==> src/rtl/mips32_prog_loader.sv <==
// rtl/mips32_prog_loader.sv - handshaked program loader / run controller for the MIPS32 core
// Optional cycle counter: define MIPS32_LOADER_CYCLE_COUNT_EN to report execution cycles on RUN.
module mips32_prog_loader #(
    parameter int MEM_AW = 10,
    parameter int DW     = 32
) (
    input  logic              clk1,
    input  logic              rst_n,
    input  logic              cmd_valid,
    output logic              cmd_ready,
    input  logic [1:0]        cmd_op,
    input  logic [MEM_AW-1:0] cmd_addr,
    input  logic [DW-1:0]     cmd_data,
    output logic              rsp_valid,
    input  logic              rsp_ready,
    output logic [DW-1:0]     rsp_data,
    output logic              mem_we,
    output logic [MEM_AW-1:0] mem_addr,
    output logic [DW-1:0]     mem_wdata,
    output logic              reg_we,
    output logic              reg_re,
    output logic [4:0]        reg_addr,
    output logic [DW-1:0]     reg_wdata,
    input  logic [DW-1:0]     reg_rdata,
    output logic              core_run,
    output logic              pc_clear,
    input  logic              core_halted
);

    typedef enum logic [2:0] {
        S_IDLE,
        S_WRITE,
        S_RD_REQ,
        S_RD_WAIT,
        S_RESP,
        S_RUN_START,
        S_RUN,
        S_RUN_DONE
    } state_t;

    localparam logic [1:0] OP_WR_MEM = 2'b00;
    localparam logic [1:0] OP_WR_REG = 2'b01;
    localparam logic [1:0] OP_RD_REG = 2'b10;

    state_t              state_q;
    logic                cmd_ready_q;
    logic                rsp_valid_q;
    logic [DW-1:0]       rsp_data_q;
    logic                mem_we_q;
    logic [MEM_AW-1:0]   mem_addr_q;
    logic [DW-1:0]       mem_wdata_q;
    logic                reg_we_q;
    logic                reg_re_q;
    logic [4:0]          reg_addr_q;
    logic [DW-1:0]       reg_wdata_q;
    logic                core_run_q;
    logic                pc_clear_q;
    logic [DW-1:0]       run_result;

`ifdef MIPS32_LOADER_CYCLE_COUNT_EN
    logic [31:0] cnt_q;
    logic [31:0] cnt_d;

    // Saturating increment so very long runs report all-ones rather than wrapping.
    assign cnt_d      = (cnt_q == 32'hFFFF_FFFF) ? cnt_q : cnt_q + 32'd1;
    assign run_result = DW'(cnt_q);

    always_ff @(posedge clk1 or negedge rst_n) begin
        if (!rst_n) begin
            cnt_q <= 32'd0;
        end else if (state_q == S_RUN_START) begin
            cnt_q <= 32'd0;
        end else if (state_q == S_RUN) begin
            cnt_q <= cnt_d;
        end
    end
`else
    assign run_result = '0;
`endif

    always_ff @(posedge clk1 or negedge rst_n) begin
        if (!rst_n) begin
            state_q     <= S_IDLE;
            cmd_ready_q <= 1'b0;
            rsp_valid_q <= 1'b0;
            rsp_data_q  <= '0;
            mem_we_q    <= 1'b0;
            mem_addr_q  <= '0;
            mem_wdata_q <= '0;
            reg_we_q    <= 1'b0;
            reg_re_q    <= 1'b0;
            reg_addr_q  <= '0;
            reg_wdata_q <= '0;
            core_run_q  <= 1'b0;
            pc_clear_q  <= 1'b0;
        end else begin
            mem_we_q   <= 1'b0;
            reg_we_q   <= 1'b0;
            reg_re_q   <= 1'b0;
            pc_clear_q <= 1'b0;
            case (state_q)
                S_IDLE: begin
                    if (cmd_valid && cmd_ready_q) begin
                        cmd_ready_q <= 1'b0;
                        case (cmd_op)
                            OP_WR_MEM: begin
                                state_q     <= S_WRITE;
                                mem_we_q    <= 1'b1;
                                mem_addr_q  <= cmd_addr;
                                mem_wdata_q <= cmd_data;
                            end
                            OP_WR_REG: begin
                                // R0 is hardwired: the write slot is spent but no strobe is issued.
                                state_q     <= S_WRITE;
                                reg_we_q    <= (cmd_addr[4:0] != 5'd0);
                                reg_addr_q  <= cmd_addr[4:0];
                                reg_wdata_q <= cmd_data;
                            end
                            OP_RD_REG: begin
                                state_q    <= S_RD_REQ;
                                reg_re_q   <= 1'b1;
                                reg_addr_q <= cmd_addr[4:0];
                            end
                            default: begin
                                state_q    <= S_RUN_START;
                                pc_clear_q <= 1'b1;
                                core_run_q <= 1'b1;
                            end
                        endcase
                    end else begin
                        cmd_ready_q <= 1'b1;
                    end
                end
                S_WRITE: begin
                    state_q     <= S_IDLE;
                    cmd_ready_q <= 1'b1;
                end
                S_RD_REQ: begin
                    state_q <= S_RD_WAIT;
                end
                S_RD_WAIT: begin
                    rsp_data_q  <= reg_rdata;
                    rsp_valid_q <= 1'b1;
                    state_q     <= S_RESP;
                end
                S_RESP: begin
                    if (rsp_ready) begin
                        rsp_valid_q <= 1'b0;
                        cmd_ready_q <= 1'b1;
                        state_q     <= S_IDLE;
                    end
                end
                S_RUN_START: begin
                    // HALTED may still be stale from the previous run here, so it is not sampled.
                    state_q <= S_RUN;
                end
                S_RUN: begin
                    if (core_halted) begin
                        core_run_q <= 1'b0;
                        state_q    <= S_RUN_DONE;
                    end
                end
                S_RUN_DONE: begin
                    rsp_data_q  <= run_result;
                    rsp_valid_q <= 1'b1;
                    state_q     <= S_RESP;
                end
                default: begin
                    state_q     <= S_IDLE;
                    cmd_ready_q <= 1'b0;
                    rsp_valid_q <= 1'b0;
                    core_run_q  <= 1'b0;
                end
            endcase
        end
    end

    assign cmd_ready = cmd_ready_q;
    assign rsp_valid = rsp_valid_q;
    assign rsp_data  = rsp_data_q;
    assign mem_we    = mem_we_q;
    assign mem_addr  = mem_addr_q;
    assign mem_wdata = mem_wdata_q;
    assign reg_we    = reg_we_q;
    assign reg_re    = reg_re_q;
    assign reg_addr  = reg_addr_q;
    assign reg_wdata = reg_wdata_q;
    assign core_run  = core_run_q;
    assign pc_clear  = pc_clear_q;

endmodule

==> config.mk <==
export PLATFORM = sky130hd
export DESIGN_NAME = mips32_prog_loader
export DESIGN_NICKNAME = d
export VERILOG_FILES = /design/src/rtl/mips32_prog_loader.sv
export SDC_FILE = /design/constraint.sdc
export NUM_CORES = 1
export LEC_CHECK = 0
export BUFFER_PORTS_ARGS = -buffer_cell sky130_fd_sc_hd__buf_2
export CAP_MARGIN = 0
export CORE_ASPECT_RATIO = 1.2
export CORE_MARGIN = 4
export CORE_UTILIZATION = 45
export CTS_CLUSTER_DIAMETER = 120
export DETAILED_ROUTE_END_ITERATION = 16
export GPL_TIMING_DRIVEN = 0
export HOLD_SLACK_MARGIN = 0.1
export PLACE_DENSITY = 0.71
export SLEW_MARGIN = 40
export SYNTH_ARGS = -nofsm -noshare
export SYNTH_HDL_FRONTEND = slang
export SYNTH_SLANG_ARGS = --single-unit
==> constraint.sdc <==
create_clock -name clk1 -period 2.3 [get_ports clk1]
set_input_delay 0.23 -clock clk1 [delete_from_list [all_inputs] [get_ports clk1]]
set_output_delay 0.23 -clock clk1 [all_outputs]
set_load 0.02 [all_outputs]
# Yosys cells after proc, flatten, opt, wreduce, memory -nomap -nowiden
# Cells that the tools add are included.
dict set report totals {
  register_bits 121
  latchBits 0
  mem_bits_rw 0
  rom_bits 0
  input_bits 81
  wordCells 72
  n_memories 0
}
dict set report classes {
  addsub 0
  mul 0
  div 0
  magnitude_cmp 0
  n_eq_ne 13
  shift 0
  n_mux 27
  bitwise 0
  n_reduce_logical 19
}
# op count
set op_table {}
lappend op_table {{$pmux W32 S2} 1}
lappend op_table {{$pmux W3 S7} 1}
lappend op_table {{$mux W1} 18}
lappend op_table {{$eq A3 B3 Y1 const B} 4}
lappend op_table {{$reduce_and A3 Y1} 4}
lappend op_table {{$mux W3} 3}
lappend op_table {{$ne A2 B2 Y1 const B} 4}
lappend op_table {{$eq A3 B2 Y1 const B} 2}
lappend op_table {{$pmux W3 S2} 1}
lappend op_table {{$reduce_bool A2 Y1} 3}
lappend op_table {{$reduce_or A2 Y1} 3}
lappend op_table {{$reduce_bool A5 Y1} 1}
lappend op_table {{$pmux W1 S2} 2}
lappend op_table {{$reduce_and A2 Y1} 2}
lappend op_table {{$reduce_and A4 Y1} 1}
lappend op_table {{$eq A3 B1 Y1 const B} 1}
lappend op_table {{$logic_not A3 Y1} 1}
lappend op_table {{$pmux W1 S3} 1}
lappend op_table {{$reduce_bool A3 Y1} 1}
lappend op_table {{$reduce_or A3 Y1} 1}
lappend op_table {{$eq A2 B1 Y1 const B} 1}
lappend op_table {{$eq A2 B2 Y1 const B} 1}
lappend op_table {{$logic_not A2 Y1} 1}
lappend op_table {{$logic_and A1 B1 Y1} 1}

# Logic depth before layout (Yosys ltp)
dict set report depth {
  ltp_word 5
  mapped_depth 7
  depth_no_buf 6
}

# Worst setup path after synthesis
# OpenSTA, ideal clock, no wires.
dict set report synth_path {
  kind {register to register}
  start {reg state_q[1]}
  end {reg mem_addr_q[7], in the netlist mem_addr[7]}
  setup_time_ns 0.125
  arrival_time_ns 1.386
  required_ns 2.175
  setup_slack_ns 0.789
  stages_incl_launch_ff 7
  n_path_buf 2
  period_less_slack_ns 1.511
  cell_sequence {dfrtp_1 -> buf_4 -> and3b_1 -> nand2_1 -> inv_2 -> buf_4 -> mux2_2}
}
dict set report synth_via {
  elab_chain_len 2
}
# item line
set synth_lines {}
lappend synth_lines {{start, declared} 45} ;# state_t state_q;
lappend synth_lines {{start signal, assigned} 83} ;# state_q <= S_IDLE;
lappend synth_lines {{start signal, assigned} 107} ;# state_q <= S_WRITE;
lappend synth_lines {{start signal, assigned} 114} ;# state_q <= S_WRITE;
lappend synth_lines {{$logic_not A3 Y1} 101} ;# case (state_q)
lappend synth_lines {{$reduce_and A3 Y1 (no line)} n/a}
lappend synth_lines {{end signal, assigned} 109} ;# mem_addr_q <= cmd_addr;
lappend synth_lines {{end, declared} 50} ;# logic [MEM_AW-1:0] mem_addr_q;
# Every way passes these cells.
# A chain may end at the register's enable or synchronous reset.

# Worst setup path in the final report
dict set report layout_path {
  start {reg state_q[0]}
  end {reg mem_wdata_q[8], in the netlist mem_wdata[8]}
}
dict set report layout_via {
  elab_chain_len 2
}
# item line
set layout_lines {}
lappend layout_lines {{$logic_not A3 Y1} 101}
lappend layout_lines {{$reduce_and A3 Y1 (no line)} n/a}
lappend layout_lines {{end signal, assigned} 110} ;# mem_wdata_q <= cmd_data;
lappend layout_lines {{end, declared} 51} ;# logic [DW-1:0] mem_wdata_q;
# Every way passes these cells.

==> key figures <==
Cells and area
  – Area delta synth->final: 51.4%
  – Util after Layout: 69.9%
  – Share of layout cells above drive strength 1: 47.9%
  – Nets: 736

Critical path
  – Critical path data required time: 2580 ps
  – R2r setup slk: 520 ps
  – CP cell instances: buf_2 > nor3b_1 > nand2_1 > inv_2 > buf_4 > mux2_2
  – Critical path peak fanout: 10
  – Setup Crit Path Kind: reg -> reg
  – Worst reg2reg endpoint: mem_wdata[8]$_DFFE_PN0P_
  – Slowest-stage cell, CP: dfrtp_1
  – Critical Path AT: 2060 ps
  – Worst path bufs/invs: 3
  – R2R depth: 6
  – Crit start category: register
  – Worst setup EP type: register
  – Delay-heaviest family, CP: buffers and inverters
  – Reg-to-reg critical path startpoint: state_q[0]$_DFFE_PN0P_
  – Worst path max stage delay: 370 ps
  – Critical Path Stages: 6

Timing
  – Worst Max-Slew Pin Slew: 418 ps
  – Hold Fails Final Rpt: 0
  – Crit path time final: 1780 ps
  – Slew HR: 72.2%
  – Skew final: 8.34 ps
  – Final period util: 77.4%
  – F_max: 0.562 GHz
  – Total Neg Setup Slack: 0 ps
  – RSZ-0062 raised after global routing: no
  – Slew Limit Fails: 0
  – # setup viols final: 0

GRT
  – Pin count of the biggest net entering global routing: 69
  – GR Overflow Total: 0
  – Global-route wire length before repair: 20300 um
  – Vias in the first global route: 4133
  – All-Layer GR Usage: 20.9%
  – Initial antenna violation count: 0

Power and ir drop
  – Clk network pwr share: 24.8%
  – Internal power: 6.51 mW
  – PD cells: 1390 mW/mm2
  – Psw: 3.74 mW
  – VDD IR max: 700 uV
  – Final total power: 10.3 mW
  – Leakage power total: 3.91 nW
  – Sw frac: 36.5%
  – Comb power frac: 39.8%
  – Seq pwr share: 35.4%

Status
  – Status: finished clean

Synth
  – Number of synthesized register bits: 121
  – Share of the synthesized area in the top cell type: 62.0%
  – Cell Area, Synth: 0.00488 mm2
  – Synthesized instance count: 356
  – Synth Net Count: 443
  – Yosys top cell by area: dfrtp_1
  – Post-synth EDFFs: 0
  – Register area share after synthesis: 62.0%
  – Ys async rst share: 100%
  – Most used DFF post-synth: dfrtp_1
  – Yosys Warn Count: 0
  – Post-synthesis cell type count: 30
  – Ranking of synthesized cells by area: dfrtp_1 62%, mux2_4 12%, mux2_2 9.2%, nand2_1 5.2%, o21ai_0 3.6%
  – Syn_area_per_cell: 13.7 um2

Placed design
  – I/O Buffers: 198
  – Post-DP HPWL: 8400 um
  – Placer Congestion: 0.778

Route
  – Total Wirelength: 12900 um
  – Antenna-violating nets left: 0
  – Via/cell ratio: 4.84
  – Via count: 3807
  – Router iterations before antenna repair: 4
  – DRC errors left: 0
  – WL/cell: 16.4 um
  – Initial DRC count: 98

Die
  – Cell Rows: 41
  – Die H: 122 um
  – Die area: 0.0126 mm2
  – Initial Utilization: 46.2%
  – Num ports: 199
  – Core area: 0.0106 mm2
  – Die Span X: 103 um

CTS
  – Clock transition at path regs: 50 ps
  – Setup bufs post-CTS: 0
  – Post-CTS Hold Buffers: 75
  – Max clock buf depth: 2
  – Sink Count: 121
  – CTS HTree Levels: 4
  – Post_cts resized: 0
  – Num CTS Buffers: 17
  – Clock latency on the worst-skew pair: 400 ps
  – CTS root buffer: clkbuf_16
  – CTS tree: done

Hold path
  – End of the worst hold path: core_run$_DFFE_PN0P_
  – Worst hold path type: in -> reg
  – Hold Crit Start: core_halted
  – Hold path depth: 3

Run
  – Max cap viols: 0
per-layer routing:
metal / vias up / routed length (um) / track usage, %
met3: 19 / 920 / 6.59
li1: 1796 / - / -
met5: - / 0 / 0
met2: 148 / 6800 / 36.0
met4: 0 / 204 / 8.50
met1: 1844 / 4950 / 23.8
power by group through the flow:
stage          Combinational, mW  Sequential (mW)  Clock (mW)
6_report                    4.08             3.63        2.55
2_1_floorplan               1.40             4.73           0
3_5_place_dp                3.99             3.61           0
3_3_place_gp                3.90             3.56           0
5_1_grt                     4.40             3.74        2.69
4_1_cts                     4.09             3.60        2.59
stage by stage:
step	area (um2)	worst slack (ps)	hold WS, ps	std cells
after floorplan	4880	789	-65.6	356
after global placement	6030	-430	457	683
after detailed placement	6070	491	170	684
after CTS	7390	540	120	786
after global routing	7390	482	142	786
final	7390	521	148	787
state kept, by name, summed over array words and instances (netlist names):
name,cells
cmd_ready,1
core_run,1
mem_addr,10
mem_wdata,32
mem_we,1
pc_clear,1
reg_addr,5
reg_re,1
reg_wdata,32
reg_we,1
rsp_data,32
rsp_valid,1
state_q,3
worst max-delay path by stage:
| stage | start | endpoint | slack [ps] |
|---|---|---|---|
| global placement | rst_n | rsp_data[9]$_DFFE_PN0P_ | -430 |
| CTS | state_q[0]$_DFFE_PN0P_ | mem_wdata[9]$_DFFE_PN0P_ | 540 |
| floorplan | state_q[1]$_DFFE_PN0P_ | mem_addr[7]$_DFFE_PN0P_ | 790 |
| detailed placement | cmd_op[0] | mem_wdata[9]$_DFFE_PN0P_ | 490 |
| global route | state_q[0]$_DFFE_PN0P_ | mem_wdata[8]$_DFFE_PN0P_ | 480 |
| finish | state_q[0]$_DFFE_PN0P_ | mem_wdata[8]$_DFFE_PN0P_ | 520 |
final cells by class:
| type | instances | area (um2) |
|---|---|---|
| diodes | 1 | 2.50 |
| plain buffers | 18 | 118 |
| clock buffers | 24 | 502 |
| clock inverters | 3 | 65.1 |
| fillers | 748 | 3180 |
| inverters | 5 | 18.8 |
| multi-input cells | 212 | 1720 |
| flip-flops and latches | 121 | 3030 |
| well taps | 129 | 161 |
| repair buffers | 274 | 1780 |
synthesized netlist by cell type, types with 2 or more instances:
library cell  instances
nor2_1                2
nand2b_1              2
and3_1                2
clkbuf_1              9
nand3_1               2
o21ai_0              35
dfrtp_1             121
inv_1                 3
mux2_2               40
buf_4                 3
a21oi_1               4
ha_1                  6
nand2_1              68
mux2_4               39
buf_6                 5
logic make-up (layout without fill, tap and decap cells):
family                     count (synthesis)  in the layout  synth area share, %
and+or+nand+nor                           82             82                 7.36
DFF                                      121            121                 62.0
adders and majority gates                  6              6                 1.54
other                                      0              1                    0
buffers and inverters                     23            324                 2.79
muxes                                     79             79                 21.2
AOI/OAI and AO/OA                         45             45                 5.05
cells in the final DEF (no fill, tap or decap):
cell type,instances
buf_2,198
dfrtp_1,121
dlygate4sd3_1,75
nand2_1,68
mux2_2,40
mux2_4,39
o21ai_0,35
clkbuf_16,17
clkbuf_1,11
ha_1,6
buf_6,5
clkbuf_8,5
a21oi_1,4
inv_1,3
buf_4,3
and3_1,2
nor2_1,2
nand3_1,2
nand2b_1,2
bufinv_16,2
diode_2,1
and3b_1,1
nor3b_1,1
inv_2,1
and4bb_4,1
nor3_1,1
nand3_4,1
clkinv_1,1
a41oi_1,1
nor2b_1,1
a211oi_1,1
a2bb2oi_1,1
a21boi_0,1
o22a_1,1
o32a_1,1
clkinv_2,1
buf_8,1
buf_16,1
worst register-to-register path, stage by stage (launching register included):
cell     delay [ps]
dfrtp_1         370
buf_2           180
nor3b_1         220
nand2_1         140
inv_2           160
buf_4           220
mux2_2          370
No activity file was read; power rests on OpenSTA's default activity.
